[src/rtl/fp_rffp_stream.sv]
// Streaming multi-lane float to reduced-format float converter, two register stages.
// Define FP_RFFP_ROUND_EN for round-to-nearest-even; otherwise dropped mantissa bits are truncated.
`timescale 1ns/1ps

module fp_rffp_stream #(
    parameter int FP_WIDTH       = 16,
    parameter int EXP_WIDTH      = 8,
    parameter int MANTISSA_WIDTH = 7,
    parameter int RFFP_EXP_WIDTH = 6,
    parameter int RFFP_MAN_WIDTH = 5,
    parameter int LANES          = 4
) (
    input  logic                                                     clk,
    input  logic                                                     rst,
    input  logic                                                     in_valid,
    output logic                                                     in_ready,
    input  logic [LANES*FP_WIDTH-1:0]                                in_data,
    output logic                                                     out_valid,
    input  logic                                                     out_ready,
    output logic [LANES*(1+RFFP_EXP_WIDTH+RFFP_MAN_WIDTH)-1:0]       out_data,
    input  logic                                                     stat_clear,
    output logic [15:0]                                              sat_count,
    output logic [15:0]                                              flush_count
);

    localparam int RW       = 1 + RFFP_EXP_WIDTH + RFFP_MAN_WIDTH;
    localparam int EW       = EXP_WIDTH + 2;
    localparam int DROP     = MANTISSA_WIDTH - RFFP_MAN_WIDTH;
    localparam int IN_BIAS  = 2**(EXP_WIDTH-1) - 1;
    localparam int OUT_BIAS = 2**(RFFP_EXP_WIDTH-1) - 1;
    localparam int MAX_EXP  = 2**RFFP_EXP_WIDTH - 1;

    localparam logic signed [EW-1:0] BIAS_ADJ = EW'(OUT_BIAS - IN_BIAS);
    localparam logic signed [EW-1:0] MAX_E    = EW'(MAX_EXP);
    localparam logic signed [EW-1:0] E_ZERO   = '0;

    // Stage 1 state: sign, rebiased+rounded exponent, kept mantissa, zero-exponent flag
    logic                             s1_valid_reg;
    logic [LANES-1:0]                 s1_sign_reg;
    logic [LANES-1:0]                 s1_zero_reg;
    logic [LANES*EW-1:0]              s1_exp_reg;
    logic [LANES*RFFP_MAN_WIDTH-1:0]  s1_man_reg;

    logic [LANES-1:0]                 s1_sign_next;
    logic [LANES-1:0]                 s1_zero_next;
    logic [LANES*EW-1:0]              s1_exp_next;
    logic [LANES*RFFP_MAN_WIDTH-1:0]  s1_man_next;

    // Stage 2 state: packed result plus per-lane flags feeding the statistics
    logic                             out_valid_reg;
    logic [LANES*RW-1:0]              out_data_reg;
    logic [LANES-1:0]                 s2_sat_reg;
    logic [LANES-1:0]                 s2_flush_reg;

    logic [LANES*RW-1:0]              pack_next;
    logic [LANES-1:0]                 sat_flag;
    logic [LANES-1:0]                 flush_flag;

    logic [15:0]                      sat_count_reg;
    logic [15:0]                      flush_count_reg;
    logic [15:0]                      sat_count_next;
    logic [15:0]                      flush_count_next;
    logic [16:0]                      sat_sum;
    logic [16:0]                      flush_sum;

    logic s2_advance;
    logic s1_advance;
    logic in_fire;
    logic out_fire;

    assign s2_advance = !out_valid_reg || out_ready;
    assign s1_advance = !s1_valid_reg || s2_advance;
    assign in_ready   = s1_advance;
    assign in_fire    = in_valid && s1_advance;
    assign out_fire   = out_valid_reg && out_ready;

    assign out_valid   = out_valid_reg;
    assign out_data    = out_data_reg;
    assign sat_count   = sat_count_reg;
    assign flush_count = flush_count_reg;

    genvar gi;
    generate
        for (gi = 0; gi < LANES; gi++) begin : g_lane
            logic [FP_WIDTH-1:0]        word;
            logic [EXP_WIDTH-1:0]       exp_in;
            logic [MANTISSA_WIDTH-1:0]  man_in;
            logic [RFFP_MAN_WIDTH-1:0]  kept;
            logic signed [EW-1:0]       exp_rebias;
            logic                       round_up;
            logic [RFFP_MAN_WIDTH:0]    man_sum;
            logic                       carry;
            logic signed [EW-1:0]       e;

            assign word       = in_data[gi*FP_WIDTH +: FP_WIDTH];
            assign exp_in     = word[FP_WIDTH-2 -: EXP_WIDTH];
            assign man_in     = word[MANTISSA_WIDTH-1:0];
            assign kept       = man_in[MANTISSA_WIDTH-1 -: RFFP_MAN_WIDTH];
            assign exp_rebias = $signed({2'b00, exp_in}) + BIAS_ADJ;

`ifdef FP_RFFP_ROUND_EN
            if (DROP > 0) begin : g_rne
                localparam logic [MANTISSA_WIDTH-1:0] STICKY_MASK =
                    (MANTISSA_WIDTH'(1) << (DROP-1)) - MANTISSA_WIDTH'(1);
                // guard set and (sticky or odd kept LSB) rounds up; exact half to even
                assign round_up = man_in[DROP-1] & ((|(man_in & STICKY_MASK)) | kept[0]);
            end else begin : g_exact
                assign round_up = 1'b0;
            end
`else
            assign round_up = 1'b0;
`endif

            assign man_sum = {1'b0, kept} + {{RFFP_MAN_WIDTH{1'b0}}, round_up};
            assign carry   = man_sum[RFFP_MAN_WIDTH];

            assign s1_sign_next[gi]                                  = word[FP_WIDTH-1];
            assign s1_zero_next[gi]                                  = (exp_in == '0);
            assign s1_man_next[gi*RFFP_MAN_WIDTH +: RFFP_MAN_WIDTH]  = man_sum[RFFP_MAN_WIDTH-1:0];
            assign s1_exp_next[gi*EW +: EW] = exp_rebias + $signed({{(EW-1){1'b0}}, carry});

            // Range check on the registered exponent; flush wins over saturate
            assign e              = $signed(s1_exp_reg[gi*EW +: EW]);
            assign flush_flag[gi] = s1_zero_reg[gi] || (e <= E_ZERO);
            assign sat_flag[gi]   = !flush_flag[gi] && (e > MAX_E);

            assign pack_next[gi*RW +: RW] =
                flush_flag[gi] ? {s1_sign_reg[gi], {RFFP_EXP_WIDTH{1'b0}}, {RFFP_MAN_WIDTH{1'b0}}} :
                sat_flag[gi]   ? {s1_sign_reg[gi], {RFFP_EXP_WIDTH{1'b1}}, {RFFP_MAN_WIDTH{1'b1}}} :
                                 {s1_sign_reg[gi], e[RFFP_EXP_WIDTH-1:0],
                                  s1_man_reg[gi*RFFP_MAN_WIDTH +: RFFP_MAN_WIDTH]};
        end
    endgenerate

    function automatic logic [16:0] count_ones(input logic [LANES-1:0] v);
        logic [16:0] n;
        n = '0;
        for (int i = 0; i < LANES; i++) begin
            n = n + 17'(v[i]);
        end
        return n;
    endfunction

    always_comb begin
        sat_count_next   = sat_count_reg;
        flush_count_next = flush_count_reg;
        sat_sum          = {1'b0, sat_count_reg} + count_ones(s2_sat_reg);
        flush_sum        = {1'b0, flush_count_reg} + count_ones(s2_flush_reg);
        if (stat_clear) begin
            sat_count_next   = '0;
            flush_count_next = '0;
        end else if (out_fire) begin
            sat_count_next   = sat_sum[16]   ? 16'hFFFF : sat_sum[15:0];
            flush_count_next = flush_sum[16] ? 16'hFFFF : flush_sum[15:0];
        end
    end

    always_ff @(posedge clk or posedge rst) begin
        if (rst) begin
            s1_valid_reg    <= 1'b0;
            s1_sign_reg     <= '0;
            s1_zero_reg     <= '0;
            s1_exp_reg      <= '0;
            s1_man_reg      <= '0;
            out_valid_reg   <= 1'b0;
            out_data_reg    <= '0;
            s2_sat_reg      <= '0;
            s2_flush_reg    <= '0;
            sat_count_reg   <= '0;
            flush_count_reg <= '0;
        end else begin
            if (s1_advance) begin
                s1_valid_reg <= in_valid;
            end
            if (in_fire) begin
                s1_sign_reg <= s1_sign_next;
                s1_zero_reg <= s1_zero_next;
                s1_exp_reg  <= s1_exp_next;
                s1_man_reg  <= s1_man_next;
            end
            if (s2_advance) begin
                out_valid_reg <= s1_valid_reg;
            end
            // Data only moves forward with a real beat, so a stalled output stays put
            if (s2_advance && s1_valid_reg) begin
                out_data_reg <= pack_next;
                s2_sat_reg   <= sat_flag;
                s2_flush_reg <= flush_flag;
            end
            sat_count_reg   <= sat_count_next;
            flush_count_reg <= flush_count_next;
        end
    end

endmodule

[config.mk]
export PLATFORM = sky130hd
export DESIGN_NAME = fp_rffp_stream
export DESIGN_NICKNAME = d
export VERILOG_FILES = /design/src/rtl/fp_rffp_stream.sv
export SDC_FILE = /design/constraint.sdc
export NUM_CORES = 1
export LEC_CHECK = 0
export CAP_MARGIN = 20
export CORE_MARGIN = 8
export CORE_UTILIZATION = 45
export CTS_BUF_LIST = sky130_fd_sc_hd__clkbuf_8 sky130_fd_sc_hd__clkbuf_16
export CTS_CLUSTER_DIAMETER = 50
export DETAILED_ROUTE_END_ITERATION = 12
export PLACE_DENSITY = 0.76
export SETUP_SLACK_MARGIN = 0.5
export SLEW_MARGIN = 20
export SYNTH_ARGS = -nofsm -noshare
export SYNTH_HDL_FRONTEND = slang
export SYNTH_SLANG_ARGS = --single-unit
[constraint.sdc]
create_clock -name clk -period 7.5 [get_ports clk]
set_clock_uncertainty 0.05 [all_clocks]
set_input_delay 1.5 -clock clk [delete_from_list [all_inputs] [get_ports clk]]
set_output_delay 1.5 -clock clk [all_outputs]
set_load 0.02 [all_outputs]
Yosys cells after proc, flatten, opt, wreduce, memory -nomap -nowiden --
Index checks and enable logic that the tools add are counted.
Storage, ports and cells: word-level logic and storage cells 69, register bits 158, input port bits 69, output and inout bits 82
Operators by class: muxes and demuxes 14, add/subtract/negate cells 12, $lt $le $gt $ge 8, reduce and logical (&&, ||, !) cells 24
Operators with widths (number):
- $mux W16 | 6
- $mux W11 | 8
- $add A9 B8 Y10 const B | 4
- $gt A10 B7 Y1 const B | 4
- $le A10 B1 Y1 const B | 4
- $add A16 B4 Y17 | 2
- $logic_not A8 Y1 | 4
- $add A3 B1 Y4 | 2
- $logic_and A1 B1 Y1 | 7
- $add A2 B1 Y3 | 2
- $logic_not A1 Y1 | 6
- $logic_or A1 B1 Y1 | 6
- $add A1 B1 Y2 | 2
- $reduce_bool A2 Y1 | 1

Logic depth before layout (Yosys ltp) --
word-level depth 7, gate-level depth with buffers 10, depth with buffers taken out 9

Least setup slack after synthesis --
No wires, ideal clock.
kind input-to-output, start point input out_ready, end point output in_ready, slack 4.167 ns, stages 1, required time 5.950 ns, path buffers 0, arrival time 1.783 ns, path through nand3b_1
On the way: longest elaborated chain between the ends 2
RTL lines:
- from (decl) | RTL line 19 | input logic out_ready,
- $logic_or A1 B1 Y1 | RTL line 71 | assign s2_advance = !out_valid_reg || out_ready;
- $logic_or A1 B1 Y1 | RTL line 72 | assign s1_advance = !s1_valid_reg || s2_advance;
- to (decl) | RTL line 16 | output logic in_ready,
No other way between the ends.

Final worst setup path --
Same ends and word-level chain as after synthesis.

==> flow_metrics.env <==
export IMPL_synthFlopType="dfrtp_1"
export IMPL_maxSlewHeadroom=0.348
export IMPL_p_sw_uw=785
export IMPL_power_density_mw_per_mm2=277
export IMPL_synth_cells=640
export IMPL_setup_tns_ns=0
export IMPL_start_kind="input pin"
export IMPL_stdcell_area_mm2=0.00913
export IMPL_final_hold_viol_count=0
export IMPL_synth_nets=725
export IMPL_drc=0
export IMPL_synth_seq_cells=158
export IMPL_netSwitchingFraction=0.311
export IMPL_power_frac_seq=0.430
export IMPL_setup_viol=0
export IMPL_path_max_fanout=7
export IMPL_insertion_delay_ns=0.42
export IMPL_status="completed"
export IMPL_syn_to_final_growth_pct=30.1
export IMPL_gr_total_overflow=0
export IMPL_ys_types=48
export IMPL_avgSynthCellArea_um2=11.0
export IMPL_coreArea_mm2=0.0152
export IMPL_die_y_um=141
export IMPL_cap_violations=0
export IMPL_cp_required_ns=5.95
export IMPL_largest_register_ffs=48
export IMPL_wl_um=17500
export IMPL_rsz0062_at_grt="false"
export IMPL_hp_class="reg -> reg"
export IMPL_clkPwrFrac=0.323
export IMPL_start_util=0.461
export IMPL_drt_iter0_drc=415
export IMPL_numCtsBuffers=17
export IMPL_max_vdd_ir_drop_mv=0.179
export IMPL_antenna_cells=0
export IMPL_dp_hpwl_um=12200
export IMPL_track_usage=0.180
export IMPL_cts_sinks=158
export IMPL_fmaxAchievable_mhz=217
export IMPL_p_leak_nw=3.88
export IMPL_num_vias=5541
export IMPL_wl_per_cell_um=18.0
export IMPL_grt_pass1_wl_um=29000
export IMPL_synth_edff_count=0
export IMPL_tightest_slew_ns=0.977
export IMPL_nets=857
export IMPL_layout_drive_gt1_share=0.141
export IMPL_io_pins=151
export IMPL_antenna_found_initial=0
export IMPL_root_buffer="clkbuf_16"
export IMPL_holdBufCountCts=0
export IMPL_gp_congestion=0.874
export IMPL_yosysWarnings=0
export IMPL_arrival_ns=3.05
export IMPL_routed_via_density=5.69
export IMPL_first_global_vias=5713
export IMPL_cts_setup_buffers=0
export IMPL_ant_nets=0
export IMPL_async_flop_share=1.00
export IMPL_netlist_area_mm2=0.00701
export IMPL_period_share=0.613
export IMPL_cts_max_level=4
export IMPL_numPortBuffers=142
export IMPL_cts_tree="yes"
export IMPL_report_final_slew_viol_count=0
export IMPL_clkTransAtPathRegs_ns=0.06
export IMPL_rows=45
export IMPL_p_comb_frac=0.247
export IMPL_die_w_um=141
export IMPL_place_area_mm2=0.00857
export IMPL_clockBufferDepth=2
export IMPL_grt_max_degree=90
export IMPL_dr_pass1_iters=4
export IMPL_critPathCaptureType="output port"
export IMPL_p_int_mw=1.74
export IMPL_path_class="in -> out"
export IMPL_seq_area_frac_synth=0.564
export IMPL_die_area_mm2=0.0198
export IMPL_cts_resized_gates=0
export IMPL_period_needed_ns=4.60
area by class of cell:
class / instances / area (um2)
tap: 188 / 235
clock inverter: 15 / 134
inverter: 20 / 80.1
clock buffer: 17 / 425
timing repair buffer: 147 / 1460
fill: 1228 / 6080
multi-input combinational: 428 / 2840
sequential: 158 / 3950
through the flow:
step / worst slack [ns] / total power [mW] / cells / utilization / hold WS (ns)
2_1_floorplan: 1.69 / 1.44 / 640 / - / 0.383
3_3_place_gp: 2.90 / 1.70 / 941 / 0.564 / 0.392
3_5_place_dp: 2.91 / 1.73 / 941 / 0.564 / 0.404
4_1_cts: 2.90 / 2.56 / 973 / 0.600 / 0.417
5_1_grt: 2.83 / 2.66 / 973 / 0.600 / 0.426
6_report: 2.90 / 2.52 / 973 / 0.600 / 0.414
power by group through the flow:
stage | Clock [mW] | Sequential (mW) | Combinational (mW)
after floorplan | 0 | 1.17 | 0.272
after global placement | 0 | 1.09 | 0.612
after detailed placement | 0 | 1.10 | 0.629
after CTS | 0.838 | 1.09 | 0.632
after global routing | 0.873 | 1.10 | 0.682
final | 0.816 | 1.09 | 0.622
critical path, stage by stage:
cell             delay, ns
clkdlybuf4s50_1       0.62
nand3b_1              0.26
clkdlybuf4s50_1       0.66
per-layer routing:
layer	GRT usage	wire, um
met5	0	0
met1	0.228	7620
met3	0.0581	1200
met4	0.0498	127
met2	0.292	8540
cell usage in the layout (no fill, tap or decap), types with 5 or more instances in the layout:
| cell | count |
|---|---|
| nor2_1 | 50 |
| a31oi_1 | 13 |
| nor3_1 | 21 |
| nand4_1 | 5 |
| a211oi_1 | 15 |
| or4_1 | 5 |
| a21oi_1 | 9 |
| clkdlybuf4s50_1 | 141 |
| dfrtp_1 | 158 |
| a21o_1 | 5 |
| nand3_1 | 14 |
| clkbuf_16 | 17 |
| inv_6 | 7 |
| o21ai_2 | 10 |
| ha_1 | 10 |
| a221o_1 | 5 |
| and3_1 | 8 |
| nand2_1 | 77 |
| fa_1 | 6 |
| a311oi_1 | 9 |
| o21ai_0 | 50 |
| mux2_2 | 53 |
| nor4_1 | 13 |
| and4_1 | 5 |
| inv_1 | 19 |
worst paths after layout:
path,start,to,slack (ns),cells after the start
setup / recovery,out_ready,in_ready,2.90,3
hold / removal,s1_sign_reg[3],out_data[47],0.41,2
setup reg to reg,sat_count[0],sat_count[14],4.34,9
hold reg to reg,s1_sign_reg[3],out_data[47],0.41,2
max in group asynchronous,rst,flush_count[0],4.67,3
min in group asynchronous,rst,out_data[35],1.50,2
cell usage after synthesis, types with 3 or more instances:
cell | instances | area share
dfrtp_1 | 158 | 0.56
nand2_1 | 79 | 0.042
mux2_2 | 53 | 0.085
nor2_1 | 50 | 0.027
o21ai_0 | 50 | 0.036
clkbuf_1 | 23 | 0.012
nor3_1 | 21 | 0.015
inv_1 | 20 | 0.011
a211oi_1 | 15 | 0.016
nand3_1 | 14 | 0.010
a31oi_1 | 13 | 0.012
nor4_1 | 13 | 0.012
ha_1 | 10 | 0.018
o21ai_2 | 10 | 0.012
a21oi_1 | 9 | 0.0064
a311oi_1 | 9 | 0.011
and3_1 | 8 | 0.0071
buf_2 | 7 | 0.0050
fa_1 | 6 | 0.017
a21o_1 | 5 | 0.0054
a221o_1 | 5 | 0.0071
and4_1 | 5 | 0.0062
nand4_1 | 5 | 0.0045
or4_1 | 5 | 0.0054
a41oi_1 | 4 | 0.0050
and2_1 | 4 | 0.0036
nor2b_1 | 4 | 0.0036
nand2b_1 | 3 | 0.0027
o21a_1 | 3 | 0.0032
o21bai_1 | 3 | 0.0032
logic make-up after synthesis:
family          Yosys count  synth area share
fa+ha+maj                16            0.0350
compound gates          133             0.126
mux                      53            0.0851
flops                   158             0.564
buf+inv                  54            0.0328
simple gates            226             0.158
No activity file was read; power rests on OpenSTA's default activity.
